$ cat src/rtl/mem_arbiter.sv
// Two-master (IFU read-only, LSU read/write) arbiter onto one memory port.
// One whole transaction per grant, with a slave-stall timeout that returns an error response.
module mem_arbiter #(
   parameter int                ADDR_W   = 32,
   parameter int                DATA_W   = 32,
   parameter int                RR_EN    = 1,
   parameter int                TIMEOUT  = 255,
   parameter logic [DATA_W-1:0] ERR_DATA = 32'hDEAD_BEEF
) (
   input  logic              clk,
   input  logic              rst_n,
   input  logic              ifu_ren,
   input  logic [ADDR_W-1:0] ifu_raddr,
   output logic [DATA_W-1:0] ifu_rdata,
   output logic              ifu_rvalid,
   input  logic              lsu_ren,
   input  logic [ADDR_W-1:0] lsu_raddr,
   output logic [DATA_W-1:0] lsu_rdata,
   output logic              lsu_rvalid,
   input  logic              lsu_wen,
   input  logic [ADDR_W-1:0] lsu_waddr,
   input  logic [DATA_W-1:0] lsu_wdata,
   input  logic [2:0]        lsu_wlen,
   output logic              lsu_wready,
   output logic              mem_ren,
   output logic [ADDR_W-1:0] mem_raddr,
   input  logic [DATA_W-1:0] mem_rdata,
   input  logic              mem_rvalid,
   output logic              mem_wen,
   output logic [ADDR_W-1:0] mem_waddr,
   output logic [DATA_W-1:0] mem_wdata,
   output logic [2:0]        mem_wlen,
   input  logic              mem_wready,
   output logic              busy,
   output logic              timeout_err
);
   localparam int CW = $clog2(TIMEOUT + 1);
   localparam logic [CW-1:0] TMAX = CW'(TIMEOUT);

   typedef enum logic [1:0] {IDLE, G_IFU, G_LSU} state_t;

   state_t        state;
   logic          op_wr;    // LSU grant is servicing a write
   logic          rr_last;  // 0 = IFU owned last, 1 = LSU owned last
   logic [CW-1:0] cnt;

   logic own_ifu, own_lsu, own_rd, own_req, own_rsp, expired, done;
   logic lsu_req, grant_lsu;

   assign own_ifu = (state == G_IFU);
   assign own_lsu = (state == G_LSU);
   assign own_rd  = own_ifu | (own_lsu & ~op_wr);
   assign own_req = own_ifu ? ifu_ren : (own_lsu ? (op_wr ? lsu_wen : lsu_ren) : 1'b0);
   // Only the response matching the owner's operation type counts.
   assign own_rsp = own_req & ((own_lsu & op_wr) ? mem_wready : mem_rvalid);
   assign expired = own_req & (cnt == TMAX);
   assign done    = own_rsp | expired;

   assign lsu_req   = lsu_ren | lsu_wen;
   assign grant_lsu = lsu_req & (~ifu_ren | (RR_EN == 0) | ~rr_last);

   assign mem_ren   = own_req & own_rd & ~expired;
   assign mem_raddr = mem_ren ? (own_ifu ? ifu_raddr : lsu_raddr) : '0;
   assign mem_wen   = own_req & own_lsu & op_wr & ~expired;
   assign mem_waddr = mem_wen ? lsu_waddr : '0;
   assign mem_wdata = mem_wen ? lsu_wdata : '0;
   assign mem_wlen  = mem_wen ? lsu_wlen  : '0;

   assign ifu_rvalid  = own_ifu & done;
   assign ifu_rdata   = own_ifu ? ((expired & ~own_rsp) ? ERR_DATA : mem_rdata) : '0;
   assign lsu_rvalid  = own_lsu & ~op_wr & done;
   assign lsu_rdata   = (own_lsu & ~op_wr) ? ((expired & ~own_rsp) ? ERR_DATA : mem_rdata) : '0;
   assign lsu_wready  = own_lsu & op_wr & done;
   assign busy        = (state != IDLE);
   assign timeout_err = expired & ~own_rsp;

   always_ff @(posedge clk or negedge rst_n) begin
      if (!rst_n) begin
         state   <= IDLE;
         op_wr   <= 1'b0;
         rr_last <= 1'b0;
         cnt     <= '0;
      end else begin
         case (state)
            IDLE: begin
               cnt <= '0;
               if (grant_lsu) begin
                  state <= G_LSU;
                  op_wr <= lsu_wen;
               end else if (ifu_ren) begin
                  state <= G_IFU;
               end
            end
            G_IFU, G_LSU: begin
               if (!own_req) begin
                  state <= IDLE;
                  cnt   <= '0;
               end else if (done) begin
                  state   <= IDLE;
                  rr_last <= own_lsu;
                  cnt     <= '0;
               end else if (cnt != TMAX) begin
                  cnt <= cnt + 1'b1;
               end
            end
            default: state <= IDLE;
         endcase
      end
   end
endmodule
$ cat config.mk
export PLATFORM = sky130hd
export DESIGN_NAME = mem_arbiter
export DESIGN_NICKNAME = d
export VERILOG_FILES = /design/src/rtl/mem_arbiter.sv
export SDC_FILE = /design/constraint.sdc
export NUM_CORES = 1
export LEC_CHECK = 0
export ABC_AREA = 1
export CAP_MARGIN = 15
export CORE_AREA = 2 2 131 133
export CTS_CLUSTER_SIZE = 28
export DETAILED_ROUTE_END_ITERATION = 12
export DIE_AREA = 0 0 133 135
export SYNTH_ARGS = -nofsm -noshare
export SYNTH_HDL_FRONTEND = slang
export SYNTH_SLANG_ARGS = --single-unit
$ cat constraint.sdc
create_clock -name clk -period 2.3 [get_ports clk]
set_input_delay 0.69 -clock clk [delete_from_list [all_inputs] [get_ports clk]]
set_output_delay 0.69 -clock clk [all_outputs]
set_load 0.05 [all_outputs]
; ---- Word-level counts from Yosys, hierarchy flattened
; Cells that the tools add are included.
[totals]
reg_bits = 12
latchBits = 0
mem_bits_rw = 0
mem_bits_ro = 0
inputBits = 170
out_inout_bits = 170
word_cells = 64
mem_count = 0
[op_classes]
add_sub_neg = 1
n_mul = 0
div = 0
magnitude_cmp = 0
eq_ne = 7
n_shift = 0
n_mux = 21
bitwise = 23
reduce_logical = 8
[op_table]
columns = operator, n
row1 = 32-bit 2-to-1 mux, 7
row2 = 8-bit 2-to-1 mux, 3
row3 = 8-bit one-hot mux with 2 select lines, 1
row4 = 1-bit AND, 14
row5 = 8-bit by 1-bit adder with 8-bit output (second input constant), 1
row6 = 8-bit == test (second input constant), 1
row7 = 2-bit 2-to-1 mux, 4
row8 = 8-bit inequality test (second input constant), 1
row9 = 3-bit inequality test (second input constant), 2
row10 = 2-bit AND reduction, 3
row11 = 1-bit NOT, 5
row12 = 1-bit 2-to-1 mux, 4
row13 = 4-bit inequality test (second input constant), 1
row14 = 1-bit OR, 4
row15 = 2-bit one-hot mux with 2 select lines, 1
row16 = 2-bit nonzero test, 2
row17 = 3-bit 2-to-1 mux, 1
row18 = 3-bit AND reduction, 1
row19 = 2-bit by 1-bit == test with 1-bit output (second input constant), 1
row20 = 2-bit == test (second input constant), 1
row21 = 2-bit zero test, 1
row22 = 2-bit OR reduction, 1

; ---- Longest topological paths before layout
; Gate-level depths: netlist of run 1.
[logic_depth]
word_depth = 8
depth_mapped = 11
mapped_depth_nobuf = 10

; ---- Least setup slack after synthesis of run 1
; OpenSTA, ideal clock, no wires.
[synth_timing]
kind = flip-flop to output port
startpoint = reg state[1]
endpoint = out ifu_rdata[29]
arrival_time_ns = 2.522
required_time_ns = 1.610
setup_slack_ns = -0.912
stages_incl_launch_ff = 12
cell_sequence = dfrtp_1 inv_1 ha_1 buf_2 inv_2 or2_1 nand2_1 inv_2 nand2_2 inv_2 buf_6 nor3_1
[synth_via]
elab_chain_cells = 8
word_cells_on_any_way = 12
cone_classes = 2 x eq/ne / 5 x mux / 5 x bitwise
[synth_lines]
columns = element, line
row1 = "start, declared", 42  ; state_t state;
row2 = "start signal, assigned", 79  ; state <= IDLE;
row3 = "start signal, assigned", 88  ; state <= G_LSU;
row4 = "start signal, assigned", 91  ; state <= G_IFU;
row5 = 2-bit == test, 51  ; assign own_lsu = (state == G_LSU);
row6 = 1-bit 2-to-1 mux / 1-bit AND (equally long branches), "53, 55"
row7 = "1-bit 2-to-1 mux, on equally long branches", "53, 55"
row8 = 1-bit AND, 55  ; assign own_rsp = own_req & ((own_lsu & op_wr) ? mem_wready : mem_rvalid);
row9 = 1-bit NOT, -
row10 = 1-bit AND *, -
row11 = net timeout_err, 35  ; output logic timeout_err
row12 = 32-bit 2-to-1 mux * (2 in a row), 70  ; assign ifu_rdata = own_ifu ? ((expired & ~own_rsp) ? ERR_DATA : mem_rdata) : '0;
row13 = "end, declared", 14  ; output logic [DATA_W-1:0] ifu_rdata,
; Mark *: on every way through the listed nets, which the timed path passes. The rest lies on a longest branch.

; ---- Final worst setup path of run 1
[layout_timing]
startpoint = reg state[0]
endpoint = out mem_raddr[26]
[layout_via]
elab_chain_cells = 7
word_cells_on_any_way = 12
cone_classes = 2 x eq/ne / 4 x mux / 6 x bitwise
[layout_lines]
columns = element, line
row1 = 2-bit == test *, 51
row2 = net own_lsu, 47  ; logic own_ifu, own_lsu, own_rd, own_req, own_rsp, expired, done;
row3 = 1-bit 2-to-1 mux (2 in a row), 53  ; assign own_req = own_ifu ? ifu_ren : (own_lsu ? (op_wr ? lsu_wen : lsu_ren) : 1'b0);
row4 = 1-bit AND, 56  ; assign expired = own_req & (cnt == TMAX);
row5 = 1-bit NOT, 62  ; assign mem_ren = own_req & own_rd & ~expired;
row6 = 1-bit AND *, 62
row7 = 32-bit 2-to-1 mux *, 63  ; assign mem_raddr = mem_ren ? (own_ifu ? ifu_raddr : lsu_raddr) : '0;
row8 = "end, declared", 26  ; output logic [ADDR_W-1:0] mem_raddr,
; Marked as above.

==> flow_summary.toml, run 1 <==
[place]
place_congestion = 0.817
hpwlAfterDp_um = 14000
portBuffers = 339
placedInstanceArea_um2 = 9490

[clocking]
cts_root_buf = "clkbuf_16"
numCtsBuffers = 3
htreeDepth = 1
clock_sinks = 12
holdBufCountCts = 0
clk_latency_ps = 240
path_clk_slew_ps = 40
tritoncts = "built"
clk_path_buf_depth = 2

[setup_path]
crit_required_ps = 1610
start_kind = "register"
crit_path_end_kind = "output pin"
crit_path_max_incr_delay_ps = 400
cp_max_fo = 6
cp_cell_sequence = "inv_2 -> ha_4 -> buf_6 -> nand3_2 -> nand3_4 -> nand2_4 -> clkinv_8 -> nand3_4 -> buf_12 -> buf_12 -> a21oi_4 -> buf_12"
worstSetupPathType = "register to output pin"
crit_slowest_cell = "dfrtp_1"
crit_arrival_ps = 2130
cpMostUsedCell = "buf_12"

[route]
drt-initial-drc-count = 70
viasPerCell = 4.11
route.detailed.drc = 0
avgRoutedWirePerCell_um = 16.3
ant_nets = 0
routed_wl_um = 17600
dr.pass1.iters = 4
vias = 4443

[worst_hold_path]
hold_path_class = "register to register"

[cells_and_area]
n_antenna_cell = 0
drive_above_1_share_pct = 52.9
finalInstanceArea_um2 = 10600
fin_nets = 1038
multi_input_area_um2 = 3130
fill_cells = 1242
seqCellArea_um2 = 302
areaGrowthSynthToFinish_pct = 345

[sta]
worst_pin_slew_ps = 556
final.setup.worst_slack_ps = -519
fin_skew_ps = 3.11
post-route-period-util_pct = 123
setup_viol = 169
hold_viol_final = 0
fmax_mhz = 355
period_minus_slack_ps = 2820
max_slew_margin_pct = 62.8
rsz0062_at_grt = "yes"
slew_violations = 0

[pwr]
ir_drop_mv = 0.365
p_leak_nw = 4.24
total_power_w = 0.00706
pwr_density_cell_nw_per_um2 = 668

[global_route]
grt_usage_pct = 18.9
grt_pass1_vias = 4707
grt_max_degree = 42
antenna_found_initial = 0
grt_pass1_wl_um = 27000
gr-total-overflow = 0

[synthesis]
synth_area_um2 = 2370
ys_ff_latch = 12
ys_types = 27
syn_avg_cell_area_um2 = 5.11
postSynthCellCount = 464
yosysWarnings = 0
ys_seq_area_share_pct = 12.7
syn_nets = 639

[floorplan]
die_w_um = 133
io_pins = 340
core_area_um2 = 16400
rows = 47
die_h_um = 135
start_util_pct = 14.5
die-area_um2 = 18000

[status]
status = "complete, but fails checks"
violations = "setup timing"

[job]
drv_cap = 0
registers in the layout, summed over array words and instances, names as in the netlist:
register and flops:
cnt 8, state 2, rr_last 1, op_wr 1
cell usage after synthesis:
cell      count  area [µm²]
or2_2         2        12.5
a21oi_2      20         175
o21ai_0       3        15.0
nand3_2       1        10.0
nor2_2        1        6.26
a21oi_1      61         305
nor3_2        1        10.0
buf_6         4        45.0
buf_2        11        55.1
buf_4         3        22.5
nand3_1      10        50.1
or2_1         1        6.26
inv_2         3        11.3
nand2_1      88         330
ha_1          5        62.6
inv_1       115         432
nand4_1       1        6.26
xnor2_1       2        17.5
clkbuf_1     10        37.5
nor2_1       85         319
o21ai_1       1        5.00
nor3_1       15        75.1
buf_1         2        7.51
xor2_1        4        35.0
o21bai_1      1        7.51
dfrtp_1      12         300
nand2_2       2        12.5
stage by stage:
stage	instances	hold WS [ps]	worst slack (ps)	TNS, ps	utilization [%]
finish	1082	514	-519	-71900	64.4
global route	1082	556	-596	-86210	64.4
CTS	1074	532	-503	-69110	63.4
detailed placement	1036	524	-739	-111510	57.9
global placement	1036	507	-749	-111530	57.9
floorplan	464	394	-304	-32900	-
cells by family after synthesis:
logic type	share of synthesized area, %
adder cells (fa/ha/maj)	2.64
AND/OR/NAND/NOR	35.3
buffers and inverters	25.7
flip-flops	12.7
AO/OA/AOI/OAI	21.4
XOR/XNOR	2.22
cell usage in the layout (no fill, tap or decap), types with 2 or more instances in the layout:
master           count
a21oi_4             80
buf_12             189
buf_16              10
buf_4               39
buf_6                7
buf_8                6
clkbuf_16            6
clkdlybuf4s50_1    164
clkinvlp_4           2
dfrtp_1             11
dlygate4sd2_1        5
ha_1                 3
ha_4                 2
inv_1              109
inv_2                3
inv_4                2
nand2_1             82
nand2_2              5
nand2_4              2
nand3_1              6
nand3_4              5
nor2_1              14
nor2_4              71
nor3_4              16
o21ai_0              3
or2_2                2
xnor2_1              2
xor2_1               4
layout make-up:
| cell class | count | share of cell area, % |
|---|---|---|
| clock buffers | 4 | 0.841 |
| inverters | 118 | 4.58 |
| well taps | 220 | 2.61 |
| flip-flops and latches | 12 | 2.85 |
| multi-input cells | 305 | 29.7 |
| repair buffers | 423 | 59.5 |
layer usage:
layer	share of wire (%)	track usage (%)	vias up
met2	56	37.8	212
met4	1.2	2.87	0
li1	-	-	2173
met1	35	20.5	2046
met3	7.6	4.43	12
met5	0	0	-
repair_timing:
action                     4_1_cts  5_1_grt
resized for setup               77       26
setup buffers                   23       11
setup endpoints to repair      169      169
pin swaps                       20       16
gates cloned                    12        3
report_power, final:
group	leakage, nW	switching, W	internal, W	total [W]
logic	4.03	0.00346	0.00295	0.00642
registers	0.161	0.0000416	0.000251	0.000293
clock network	0.0442	0.0000869	0.000262	0.000349
total	4.24	0.00359	0.00347	0.00706
worst max-delay path, delay by kind of cell, from the launching register on:
kind,cells,cell delay [ps]
AND/OR/NAND/NOR,4,420
buffers and inverters,6,760
adder cells (fa/ha/maj),1,140
AO/OA/AOI/OAI,1,160
flip-flops,1,400
worst paths after layout:
kind	from	endpoint	slack, ps	cells after the start
min in group asynchronous	rst_n	op_wr	810	1
max reg2reg	state[0]	cnt[3]	200	13
max in group asynchronous	rst_n	state[1]	1090	1
max	state[0]	mem_raddr[26]	-520	12
min reg2reg	rr_last	rr_last	510	2
min	rr_last	rr_last	510	2
Power figures use the tool's default switching activity.
==> inputs of run 2 (changes only) <==
--- a/config.mk
+++ b/config.mk
@@ -11,6 +11,7 @@
 export CTS_CLUSTER_SIZE = 28
 export DETAILED_ROUTE_END_ITERATION = 12
 export DIE_AREA = 0 0 133 135
+export GPL_TIMING_DRIVEN = 0
 export SYNTH_ARGS = -nofsm -noshare
 export SYNTH_HDL_FRONTEND = slang
 export SYNTH_SLANG_ARGS = --single-unit
==> run 2 against run 1 <==
Effect of this change: the run still ends with setup timing left; core utilization shrank 6.9 points; cell count grew 1.2%; register-to-register slack is essentially flat; via count shrank 0.41%; maximum frequency shrank 2.6%; final area shrank 11%; non-clock buffer count grew 14; clock skew is essentially flat; largest power group unchanged; critical path depth grew 1; sequential share of layout area grew 0.33 points; clock power grew 2%; clock-buffer cell count is the same.
==> flow_summary.toml, run 2 (same netlist as run 1, synthesis figures left out) <==
[cells_and_area]
reg.largest.list = "cnt (8), state (2)"
stdcell_count = 1095
regMostFlops = "cnt"
areaGrowthSynthToFinish_pct = 298
final_cell_mix = "164 x clkdlybuf4s50_1, 135 x buf_6, 110 x inv_1, 82 x nand2_1, 79 x a21oi_4"
finalInstanceArea_um2 = 9440
n_antenna_cell = 0
mostFrequentLayoutCell = "clkdlybuf4s50_1"
largest_register_ffs = 8
drive_above_1_share_pct = 53.3
fin_nets = 1051

[sta]
tns_ps = -79860
hold_viol_final = 0
fmax_mhz = 345
setup_viol = 169
rsz0062_at_grt = "yes"
worst_pin_slew_ps = 588
final.setup.worst_slack_ps = -595
holdWs_ps = 509
period_minus_slack_ps = 2900
post-route-period-util_pct = 126
max_slew_margin_pct = 60.8
fin_skew_ps = 2.70
slew_violations = 0

[pwr]
netSwitchingPower_w = 0.00345
p_leak_nw = 4.03
ir_drop_mv = 0.406
total_power_w = 0.00624
p_int_w = 0.00279
seqPwrFrac_pct = 4.6
p_clk_share_pct = 5.7
p_comb_share_pct = 89.7
pwr_density_cell_nw_per_um2 = 661
sw_frac_of_total_pct = 55.3

[global_route]
grt_pass1_vias = 4624
grt_max_degree = 13
gr-total-overflow = 0
grt_usage_pct = 18.3
antenna_found_initial = 0
grt_pass1_wl_um = 25800

[route]
dr.pass1.iters = 4
route.detailed.drc = 0
avgRoutedWirePerCell_um = 15.8
viasPerCell = 4.04
vias = 4425
drt-initial-drc-count = 83
ant_nets = 0
routed_wl_um = 17300

[clocking]
clk_path_buf_depth = 2
path_clk_slew_ps = 40
holdBufCountCts = 0
clock_sinks = 12
numCtsBuffers = 3
htreeDepth = 1
cts_root_buf = "clkbuf_16"
clk_latency_ps = 240
tritoncts = "built"

[place]
place_congestion = 0.812
place_inst = 1023
placedInstanceArea_um2 = 7620
portBuffers = 339
hpwlAfterDp_um = 13000

[worst_hold_path]
hold_depth = 2
hold_path_class = "register to register"
hp-start = "cnt[1]"
min_to = "cnt[1]"

[floorplan]
io_pins = 340
rows = 47
die_h_um = 135
die_w_um = 133
start_util_pct = 14.5
core_area_um2 = 16400
die-area_um2 = 18000

[status]
violations = "setup timing"
status = "complete, but fails checks"

[setup_path]
crit_arrival_ps = 2210
cp_max_fo = 5
start_kind = "register"
rr_worst_depth = 16
crit_path_end_kind = "output pin"
crit_required_ps = 1610
regToRegEndpoint = "state[1]"
worstReg2RegStart = "state[0]"
worstSetupPathType = "register to output pin"
r2r_slack_ps = 190

[job]
drv_cap = 0
==> run 2: cell types whose count changed in the layout (fill, tap and decap cells not counted), sizes merged <==
cell           previous run  this run
clkbuf                    7        13
dlygate4sd2               5         3
nand3                    12        11
clkinvlp                  2         1
inv                     115       116
buf                     251       259
clkdlybuf4s15             0         2
==> run 2: metal layers <==
metal | vias to the layer above | part of all wire (%) | GRT usage, %
met2 | 223 | 54 | 35.3
met1 | 1985 | 37 | 20.5
li1 | 2197 | - | -
met3 | 20 | 7.4 | 3.72
met4 | 0 | 2.2 | 4.72
met5 | - | 0 | 0
==> run 2: how the worst max path moves through the flow <==
stage	start	endpoint	cells past startpoint
5_1_grt	state[0]	mem_raddr[3]	13
3_5_place_dp	lsu_wen	mem_raddr[13]	9
6_report	state[0]	mem_raddr[3]	13
3_3_place_gp	lsu_wen	mem_raddr[13]	9
4_1_cts	state[1]	lsu_rdata[16]	12
2_1_floorplan	state[1]	ifu_rdata[29]	11
==> run 2: timing repair <==
action | CTS | global route
buffers inserted | 52 | 26
pin swaps | 16 | 32
resized for setup | 1321 | 85
gates cloned | 12 | 0
endpoints found under the setup margin | 170 | 172
==> run 2: power by group through the flow <==
stage / combinational (W) / sequential [W] / clock (W)
6_report: 0.00560 / 0.000285 / 0.000355
5_1_grt: 0.00587 / 0.000289 / 0.000372
4_1_cts: 0.00557 / 0.000282 / 0.000364
3_5_place_dp: 0.00444 / 0.000283 / 0
3_3_place_gp: 0.00444 / 0.000282 / 0
2_1_floorplan: 0.00304 / 0.000276 / 0
==> run 2: critical path: stages, from the launching register on <==
cell and delay (ps):
dfrtp_1 390, buf_6 120, ha_4 140, clkinv_4 60, buf_6 110, nand3_4 80
nand2_4 70, inv_6 90, buf_6 110, nand3_4 150, buf_12 190, buf_16 140
a21oi_4 130, buf_8 160
==> run 2: metrics by stage <==
step	util, %	worst slack (ps)
floorplan	-	-304
global placement	46.5	-1670
detailed placement	46.5	-1650
CTS	56.1	-634
global route	57.5	-673
finish	57.5	-595
==> run 2: final cells by class <==
class / instances / area, µm²
multi-input combinational: 304 / 3120
inverter: 118 / 472
tap: 220 / 275
timing repair buffer: 412 / 4770
buffer: 25 / 412
sequential: 12 / 300
clock buffer: 4 / 88.8
fill: 1382 / 6970
==> inputs of run 3 (changes only) <==
--- a/config.mk
+++ b/config.mk
@@ -12,6 +12,7 @@
 export DETAILED_ROUTE_END_ITERATION = 12
 export DIE_AREA = 0 0 133 135
 export GPL_TIMING_DRIVEN = 0
+export SLEW_MARGIN = 20
 export SYNTH_ARGS = -nofsm -noshare
 export SYNTH_HDL_FRONTEND = slang
 export SYNTH_SLANG_ARGS = --single-unit
==> results of run 3 <==
Same layout as run 2: the final DEF is identical, and so are final timing and power.
